--- src/rtl/fft_mod12_requant.sv ---
// fft_mod12_requant: takes the mod12 twiddle multiplier's 25-bit complex
// products and rounds them to 16-bit signed samples. Each sample is rounded
// half-up and clamped. The samples pass through one stage register and a
// small FIFO, then go to the next butterfly stage over valid/ready.
//
// Ports:
//   clk, rstn, clr        clock, sync active-low reset, sync clear
//   in_valid              product beat valid (no backpressure)
//   din_{R,Q}_{add,sub}   LANES x IN_W signed products
//   out_valid/out_ready   FIFO head handshake
//   dout_{R,Q}_{add,sub}  LANES x OUT_W signed samples at FIFO head
//   out_last              head is the final beat of a frame
//   sat_flag, ovf_flag    sticky saturation / dropped-beat flags
//   level                 FIFO occupancy
module fft_mod12_requant #(
    parameter int unsigned LANES = 8,
    parameter int unsigned IN_W  = 25,
    parameter int unsigned OUT_W = 16,
    parameter int unsigned SHIFT = 8,
    parameter int unsigned DEPTH = 4,
    parameter int unsigned BEATS = 64
) (
    input  logic                    clk,
    input  logic                    rstn,
    input  logic                    clr,
    input  logic                    in_valid,
    input  logic signed [IN_W-1:0]  din_R_add [LANES],
    input  logic signed [IN_W-1:0]  din_Q_add [LANES],
    input  logic signed [IN_W-1:0]  din_R_sub [LANES],
    input  logic signed [IN_W-1:0]  din_Q_sub [LANES],
    output logic                    out_valid,
    input  logic                    out_ready,
    output logic signed [OUT_W-1:0] dout_R_add [LANES],
    output logic signed [OUT_W-1:0] dout_Q_add [LANES],
    output logic signed [OUT_W-1:0] dout_R_sub [LANES],
    output logic signed [OUT_W-1:0] dout_Q_sub [LANES],
    output logic                    out_last,
    output logic                    sat_flag,
    output logic                    ovf_flag,
    output logic [$clog2(DEPTH):0]  level
);

    localparam int unsigned NVAL   = 4 * LANES;
    localparam int unsigned BEAT_W = NVAL * OUT_W;
    localparam int unsigned PTR_W  = $clog2(DEPTH);
    localparam int unsigned LVL_W  = PTR_W + 1;
    localparam int unsigned CNT_W  = $clog2(BEATS);

    localparam logic signed [IN_W:0] RND  = (IN_W+1)'(2 ** (SHIFT - 1));
    localparam logic signed [IN_W:0] QMAX = (IN_W+1)'(2 ** (OUT_W - 1) - 1);
    localparam logic signed [IN_W:0] QMIN = ~QMAX;

    // Round half-up and clamp; the MSB of the result flags a clamp.
    function automatic logic [OUT_W:0] requant(input logic signed [IN_W-1:0] x);
        logic signed [IN_W:0] sum;
        logic signed [IN_W:0] q;
        sum = (IN_W+1)'(x) + RND;
        q   = sum >>> SHIFT;
        if (q > QMAX) begin
            return {1'b1, OUT_W'(QMAX)};
        end
        if (q < QMIN) begin
            return {1'b1, OUT_W'(QMIN)};
        end
        return {1'b0, q[OUT_W-1:0]};
    endfunction

    logic signed [IN_W-1:0] din_all [NVAL];
    logic [BEAT_W-1:0]      rq_data;
    logic                   rq_sat;
    logic [OUT_W:0]         rq_tmp;

    logic                   s1_valid;
    logic                   s1_last;
    logic                   s1_sat;
    logic [BEAT_W-1:0]      s1_data;
    logic [CNT_W-1:0]       cnt;

    logic [BEAT_W:0]        mem [DEPTH];
    logic [PTR_W-1:0]       rd_ptr;
    logic [PTR_W-1:0]       wr_ptr;
    logic [PTR_W-1:0]       next_rd;
    logic [LVL_W-1:0]       level_nxt;
    logic [BEAT_W:0]        head_nxt;
    logic [BEAT_W-1:0]      dout_q;
    logic                   full;
    logic                   pop;
    logic                   push_ok;
    logic                   drop;
    logic                   rst;

    assign rst = !rstn || clr;

    // Flatten the four branches into one index space: R_add, Q_add, R_sub, Q_sub.
    always_comb begin
        for (int l = 0; l < LANES; l++) begin
            din_all[l]           = din_R_add[l];
            din_all[LANES + l]   = din_Q_add[l];
            din_all[2*LANES + l] = din_R_sub[l];
            din_all[3*LANES + l] = din_Q_sub[l];
        end
    end

    // Requantize all values of the current input beat.
    always_comb begin
        rq_data = '0;
        rq_sat  = 1'b0;
        rq_tmp  = '0;
        for (int i = 0; i < NVAL; i++) begin
            rq_tmp                   = requant(din_all[i]);
            rq_data[i*OUT_W +: OUT_W] = rq_tmp[OUT_W-1:0];
            rq_sat                   = rq_sat | rq_tmp[OUT_W];
        end
    end

    // FIFO control. When full, a push goes through only if a pop happens on the same edge.
    always_comb begin
        full      = (level == LVL_W'(DEPTH));
        pop       = out_valid && out_ready;
        push_ok   = s1_valid && (!full || pop);
        drop      = s1_valid && full && !pop;
        level_nxt = level + LVL_W'(push_ok) - LVL_W'(pop);
        next_rd   = rd_ptr + PTR_W'(pop);
        // The entry written this edge becomes head when it lands at the next read slot.
        if (push_ok && (wr_ptr == next_rd)) begin
            head_nxt = {s1_last, s1_data};
        end else begin
            head_nxt = mem[next_rd];
        end
    end

    // FIFO storage needs no reset: entries are only read after being written.
    always_ff @(posedge clk) begin
        if (!rst && push_ok) begin
            mem[wr_ptr] <= {s1_last, s1_data};
        end
    end

    // Beat counter, stage register S1, pointers, head register and sticky flags.
    always_ff @(posedge clk) begin
        if (rst) begin
            cnt       <= '0;
            s1_valid  <= 1'b0;
            s1_last   <= 1'b0;
            s1_sat    <= 1'b0;
            s1_data   <= '0;
            rd_ptr    <= '0;
            wr_ptr    <= '0;
            level     <= '0;
            out_valid <= 1'b0;
            out_last  <= 1'b0;
            dout_q    <= '0;
            sat_flag  <= 1'b0;
            ovf_flag  <= 1'b0;
        end else begin
            if (in_valid) begin
                cnt <= (cnt == CNT_W'(BEATS - 1)) ? '0 : cnt + CNT_W'(1);
            end
            s1_valid <= in_valid;
            s1_last  <= in_valid && (cnt == CNT_W'(BEATS - 1));
            s1_sat   <= in_valid && rq_sat;
            s1_data  <= rq_data;

            if (push_ok) begin
                wr_ptr <= wr_ptr + PTR_W'(1);
            end
            rd_ptr    <= next_rd;
            level     <= level_nxt;
            out_valid <= (level_nxt != '0);
            // Head data holds its last value when the FIFO drains empty.
            if (level_nxt != '0) begin
                {out_last, dout_q} <= head_nxt;
            end

            sat_flag <= sat_flag | s1_sat;
            ovf_flag <= ovf_flag | drop;
        end
    end

    // Unpack the registered head into the per-branch output arrays.
    always_comb begin
        for (int l = 0; l < LANES; l++) begin
            dout_R_add[l] = dout_q[l*OUT_W +: OUT_W];
            dout_Q_add[l] = dout_q[(LANES + l)*OUT_W +: OUT_W];
            dout_R_sub[l] = dout_q[(2*LANES + l)*OUT_W +: OUT_W];
            dout_Q_sub[l] = dout_q[(3*LANES + l)*OUT_W +: OUT_W];
        end
    end

endmodule

--- config.mk ---
export PLATFORM = sky130hd
export DESIGN_NAME = fft_mod12_requant
export DESIGN_NICKNAME = d
export VERILOG_FILES = /design/src/rtl/fft_mod12_requant.sv
export SDC_FILE = /design/constraint.sdc
export NUM_CORES = 2
export LEC_CHECK = 0
export BUFFER_PORTS_ARGS = -buffer_cell sky130_fd_sc_hd__buf_2
export CORE_ASPECT_RATIO = 0.6
export CORE_MARGIN = 10
export CORE_UTILIZATION = 25
export CTS_CLUSTER_SIZE = 20
export DETAILED_ROUTE_END_ITERATION = 10
export SKIP_CTS_REPAIR_TIMING = 1
export SLEW_MARGIN = 20
export SYNTH_ARGS = -nofsm -noshare
export SYNTH_HDL_FRONTEND = slang
export SYNTH_SLANG_ARGS = --single-unit
--- constraint.sdc ---
create_clock -name clk -period 13.99 [get_ports clk]
set_input_delay 0.6995 -clock clk [delete_from_list [all_inputs] [get_ports clk]]
set_output_delay 0.6995 -clock clk [all_outputs]
set_load 0.005 [all_outputs]
## Word-level counts from Yosys, hierarchy flattened

Memory sizes are Yosys's and may differ from the RTL's. A register that Yosys moved wholly into a read port is not among the register bits.
Cells that the tools add are included.
Widths: inputs -> output; s select.

- Input bits: 805
- Register bits: 531
- Output and inout bits: 519
- Memories kept: 1
- Memory bits (writable): 2052

Memory list:

| name | depth | bits a word | read ports | clocked after memory_dff | write ports | RTL line | source |
|---|---|---|---|---|---|---|---|
| mem | 4 | 513 | 1 | 1 | 1 | 79 | `logic [BEAT_W:0] mem [DEPTH];` |

- Equal/unequal tests: 2
- Order comparisons: 64
- Reductions and logical operators: 14
- Multiplexer cells: 227
- Add/subtract/negate cells: 37
- Bitwise operators: 33

Operators by type and width:

| kind | number |
|---|---|
| $mux 17 | 128 |
| $add 25x9->26 const B | 32 |
| $gt 18x16->1 const B | 32 |
| $lt 18x16->1 const B | 32 |
| $mux 1 | 98 |
| $or 1x1->1 | 33 |
| $logic_and 1x1->1 | 7 |
| $add 6x1->6 const B | 1 |
| $eq 6x6->1 const B | 1 |
| $mux 6 | 1 |
| $logic_not 1->1 | 4 |
| $add 3x1->3 | 1 |
| $eq 3x3->1 const B | 1 |
| $reduce_bool 3->1 | 1 |
| $sub 3x1->3 | 1 |
| $add 2x1->2 | 1 |
| $add 2x1->2 const B | 1 |
| $logic_or 1x1->1 | 2 |

## Depth between registers and ports, before layout

- Depth after elaboration: 38
- Gate-level depth with buffers: 17

## Worst setup path before layout

No wires, ideal clock.

- Path type: in2reg
- Start: in clr
- End: mem mem[0][0] (netlist name), enable pin
- Setup time: 947 ps
- Stages on the path: 5
- Setup slack: -25 ps
- Data arrival time: 13067 ps
- Data required time: 13043 ps
- Path through: nand2b_1 clkbuf_1 clkbuf_1 nor2_1 and2_1

- Longest elaborated chain between the ends: 5

RTL lines:

| element | RTL line | source |
|---|---|---|
| from (decl) | 25 | `input logic clr,` |
| $logic_or 1x1->1 | 92 | `assign rst = !rstn \|\| clr;` |
| $logic_not 1->1 | 134 | `if (!rst && push_ok) begin` |
| $logic_and 1x1->1 | 134 |  |
| $mux 1 | 134 |  |
| $mux 1 (implied by the code) | 135 | `mem[wr_ptr] <= {s1_last, s1_data};` |
| to (decl) | 79 |  |

Every way passes these cells.

## Worst setup path after layout

- Start: reg out_valid
- End: reg dout_q[500], read port of mem

- Longest elaborated chain between the ends: 6
- Elaborated cells on any way between the ends: 7
- Classes of those cells: add/sub: 3; reduce/logical: 4

RTL lines:

| element | RTL line | source |
|---|---|---|
| from (decl) | 31 | `output logic out_valid,` |
| from (signal assigned) | 169 | `out_valid <= (level_nxt != '0);` |
| $logic_and 1x1->1 * | 119 | `pop = out_valid && out_ready;` |
| $logic_or 1x1->1 | 120 | `push_ok = s1_valid && (!full \|\| pop);` |
| $logic_and 1x1->1 | 120 |  |
| $add 3x1->3 | 122 | `level_nxt = level + LVL_W'(push_ok) - LVL_W'(pop);` |
| $sub 3x1->3 | 122 |  |
| $reduce_bool 3->1 | 171 | `if (level_nxt != '0) begin` |
| to (decl) | 85 | `logic [BEAT_W-1:0] dout_q;` |

Every way passes the cells marked *; elsewhere a longest branch is shown, timed or not.
A chain may end at the register's enable or synchronous reset.

==> out/metrics.yaml <==
critPathTopFamily: "buffers and inverters"
cp_max_fo: 56
setup_viol: 0
cts_made_buffers: 298
synthTopCellsByArea: "edfxtp_1 (51%), dfxtp_1 (17%), mux4_2 (9.5%)"
fin_crit_sh_pct: 44.7
p_int_w: 0.0152
slowest_stage: "buf_4"
cpPeakStageDelay_ns: 0.80
n_fill_cell: 47800
fin_cells: 15900
root_buffer: "clkbuf_16"
status: "complete, no violations"
grt_pass1_vias: 69900
drc_errors: 0
cp-start-kind: "flip-flop"
final_common_cell: "edfxtp_1"
tritoncts: "done"
clk_pin_slew_ns: 0.07
crit_path_start: "out_valid$_SDFF_PP0_"
finClkSkew_ns: 0.0593
yosysTopAreaCell: "edfxtp_1"
final_util_pct: 30.1
r2r-start: "out_valid$_SDFF_PP0_"
hold_path_class: "primary input to flip-flop"
setup_tns_ns: 0
min_from: "din_R_add[11]"
grt_first_pass_wirelength_microns: 508000
syn_inst: 7982
p_sw_w: 0.00480
swShare_pct: 24.1
slew_violations: 0
vias: 71900
synthToLayoutAreaGrowth_pct: 19.6
synth.distinct_cells: 80
synth-seq-area-share_pct: 68.1
synth_flop_cell: "edfxtp_1"
async_flop_share_pct: 0
maxCapViolations: 0
io_buffers: 1099
maxSlewHeadroom_pct: 22.4
period_needed_ns: 6.25
criticalPathCategory: "flip-flop to flip-flop"
path_cells: "and2_1 > ha_4 > xor2_4 > buf_4 > buf_4 > buf_4 > buf_4 > buf_4 > buf_4 > mux4_2 > mux2i_1 > a211oi_1"
rsz0062_at_grt: "false"
p_leak_nw: 48.9
yosysTopAreaCellShare_pct: 50.9
power_density_nw_per_um2: 138
synth_area_sq_um: 121000
avgRoutedWirePerCell_microns: 22.2
place_hpwl_microns: 237000
cp_common_cell: "buf_4"
critical_path_arrival_ns: 7.01
p_total_w: 0.0200
io-pin-count: 1324
rows: 197
cts_buffer_depth: 4
final_cell_mix: "edfxtp_1 (2052), buf_2 (1099), dfxtp_1 (1044), nor2_1 (729), a211oi_1 (520)"
antenna_found_initial: 92
viasPerCell: 4.54
ir_drop_v: 0.000111
layout-drive-gt1-share_pct: 23.5
path_buf_inv: 6
die_w_microns: 918
worst_pin_slew_ns: 1.15
grtUsageTotal_pct: 13.0
syn_nets: 8828
grt_max_degree: 202
ant_nets: 0
cp-end-kind: "flip-flop"
die_area_sq_um: 514000
chipHeight_microns: 559
drt_wl_total_microns: 352000
start_util_pct: 25.2
cts_sinks: 3096
final_nets: 9946
gp_congestion: 0.843
avgSynthCellArea_sq_um: 15.2
synth_enable_flop_cells: 2052
yosysWarnings: 0
synth-seq-cells: 3096
power_frac_seq_pct: 51.0
core_area_sq_um: 481000
worstPathRequired_ns: 14.75
first_pass_iters: 7
grt_overflow: 0
fmax_mhz: 160
h-tree-depth: 5
timing_hold_violations_final: 0
place_inst: 15200
p_clk_share_pct: 41.6
insertion_delay_ns: 0.93
comb_power_share_pct: 7.3
drt_iter0_drc: 6004
==> kinds of logic (layout without fill, tap and decap cells) <==
logic type | after synthesis | in the layout | synth area share [%]
buf+inv | 486 | 1855 | 1.58
compound gates | 1164 | 1164 | 6.12
flops | 3096 | 3096 | 68.1
fa+ha+maj | 41 | 41 | 0.430
xor+xnor | 465 | 465 | 3.36
other cells | 0 | 41 | 0
mux | 1029 | 1029 | 13.8
simple gates | 1701 | 1701 | 6.56
==> Yosys cell counts, drive strengths merged (19+ instances only) <==
cell type	count
edfxtp	2052
nor2b	19
xnor2	171
and4	62
ha	40
buf	90
inv	45
nand2b	27
mux4	513
and3	77
clkbuf	351
o21ai	433
mux2i	516
a211oi	520
and2	41
xor2	294
nor2	729
nand3	215
a21oi	124
dfxtp	1044
nand4	109
nand2	335
nor3	26
==> power groups by stage <==
stage | Sequential (W) | Combinational, W | Clock [W]
after detailed placement | 0.0104 | 0.00147 | 0
after CTS | 0.0102 | 0.00148 | 0.00855
after floorplan | 0.0103 | 0.000804 | 0
after global placement | 0.0104 | 0.00146 | 0
final | 0.0102 | 0.00146 | 0.00831
after global routing | 0.0102 | 0.00162 | 0.00893
==> per-stage QoR <==
step	setup WS (ns)	hold slack (ns)	instance area (sq um)
after floorplan	-0.0240	0.416	121000
after global placement	7.19	0.435	134000
after detailed placement	7.20	0.454	134000
after CTS	7.61	-0.182	144000
after global routing	7.44	0.000641	145000
final	7.74	0.0840	145000
==> layout make-up <==
type,count,area [sq um],area share [%]
flip-flops and latches,3096,82500,57.0
multi-input cells,4400,36800,25.4
clock buffers,426,8450,5.84
well taps,6467,8090,5.59
repair buffers,1259,7100,4.90
clock inverters,125,1590,1.10
inverters,45,169,0.117
diodes,41,103,0.0709
==> path summary, 6_finish.rpt <==
check             slack, ns                       end  cells past startpoint
setup / recovery       7.74  dout_q[500]$_SDFFE_PP0P_                     12
hold / removal         0.08   s1_data[115]$_SDFF_PP0_                      3
setup reg to reg       7.74  dout_q[500]$_SDFFE_PP0P_                     12
hold reg to reg        0.47     mem[3][311]$_DFFE_PP_                      0
==> per-layer routing <==
| metal | GRT usage [%] | vias to the layer above | part of all wire [%] |
|---|---|---|---|
| li1 | - | 33000 | - |
| met1 | 18.2 | 36300 | 45 |
| met2 | 20.4 | 2093 | 46 |
| met3 | 3.09 | 460 | 6.7 |
| met4 | 3.09 | 18 | 2.1 |
| met5 | 0 | - | 0.030 |
==> state kept, by name (all words and copies together), names as in the netlist <==
| name | cells |
|---|---|
| sat_flag | 1 |
| cnt | 6 |
| out_valid | 1 |
| ovf_flag | 1 |
| dout_q | 512 |
| s1_data | 512 |
| s1_last | 1 |
| rd_ptr | 2 |
| s1_valid | 1 |
| level | 3 |
| mem | 2052 |
| out_last | 1 |
| wr_ptr | 2 |
| s1_sat | 1 |
==> worst register-to-register path: stages, from the launching register on <==
cell	delay [ns]
dfxtp_1	0.32
and2_1	0.36
ha_4	0.23
xor2_4	0.15
buf_4	0.44
buf_4	0.53
buf_4	0.73
buf_4	0.73
buf_4	0.78
buf_4	0.88
mux4_2	0.41
mux2i_1	0.38
a211oi_1	0.14
Note: power is estimated with default switching activity, not from simulation.
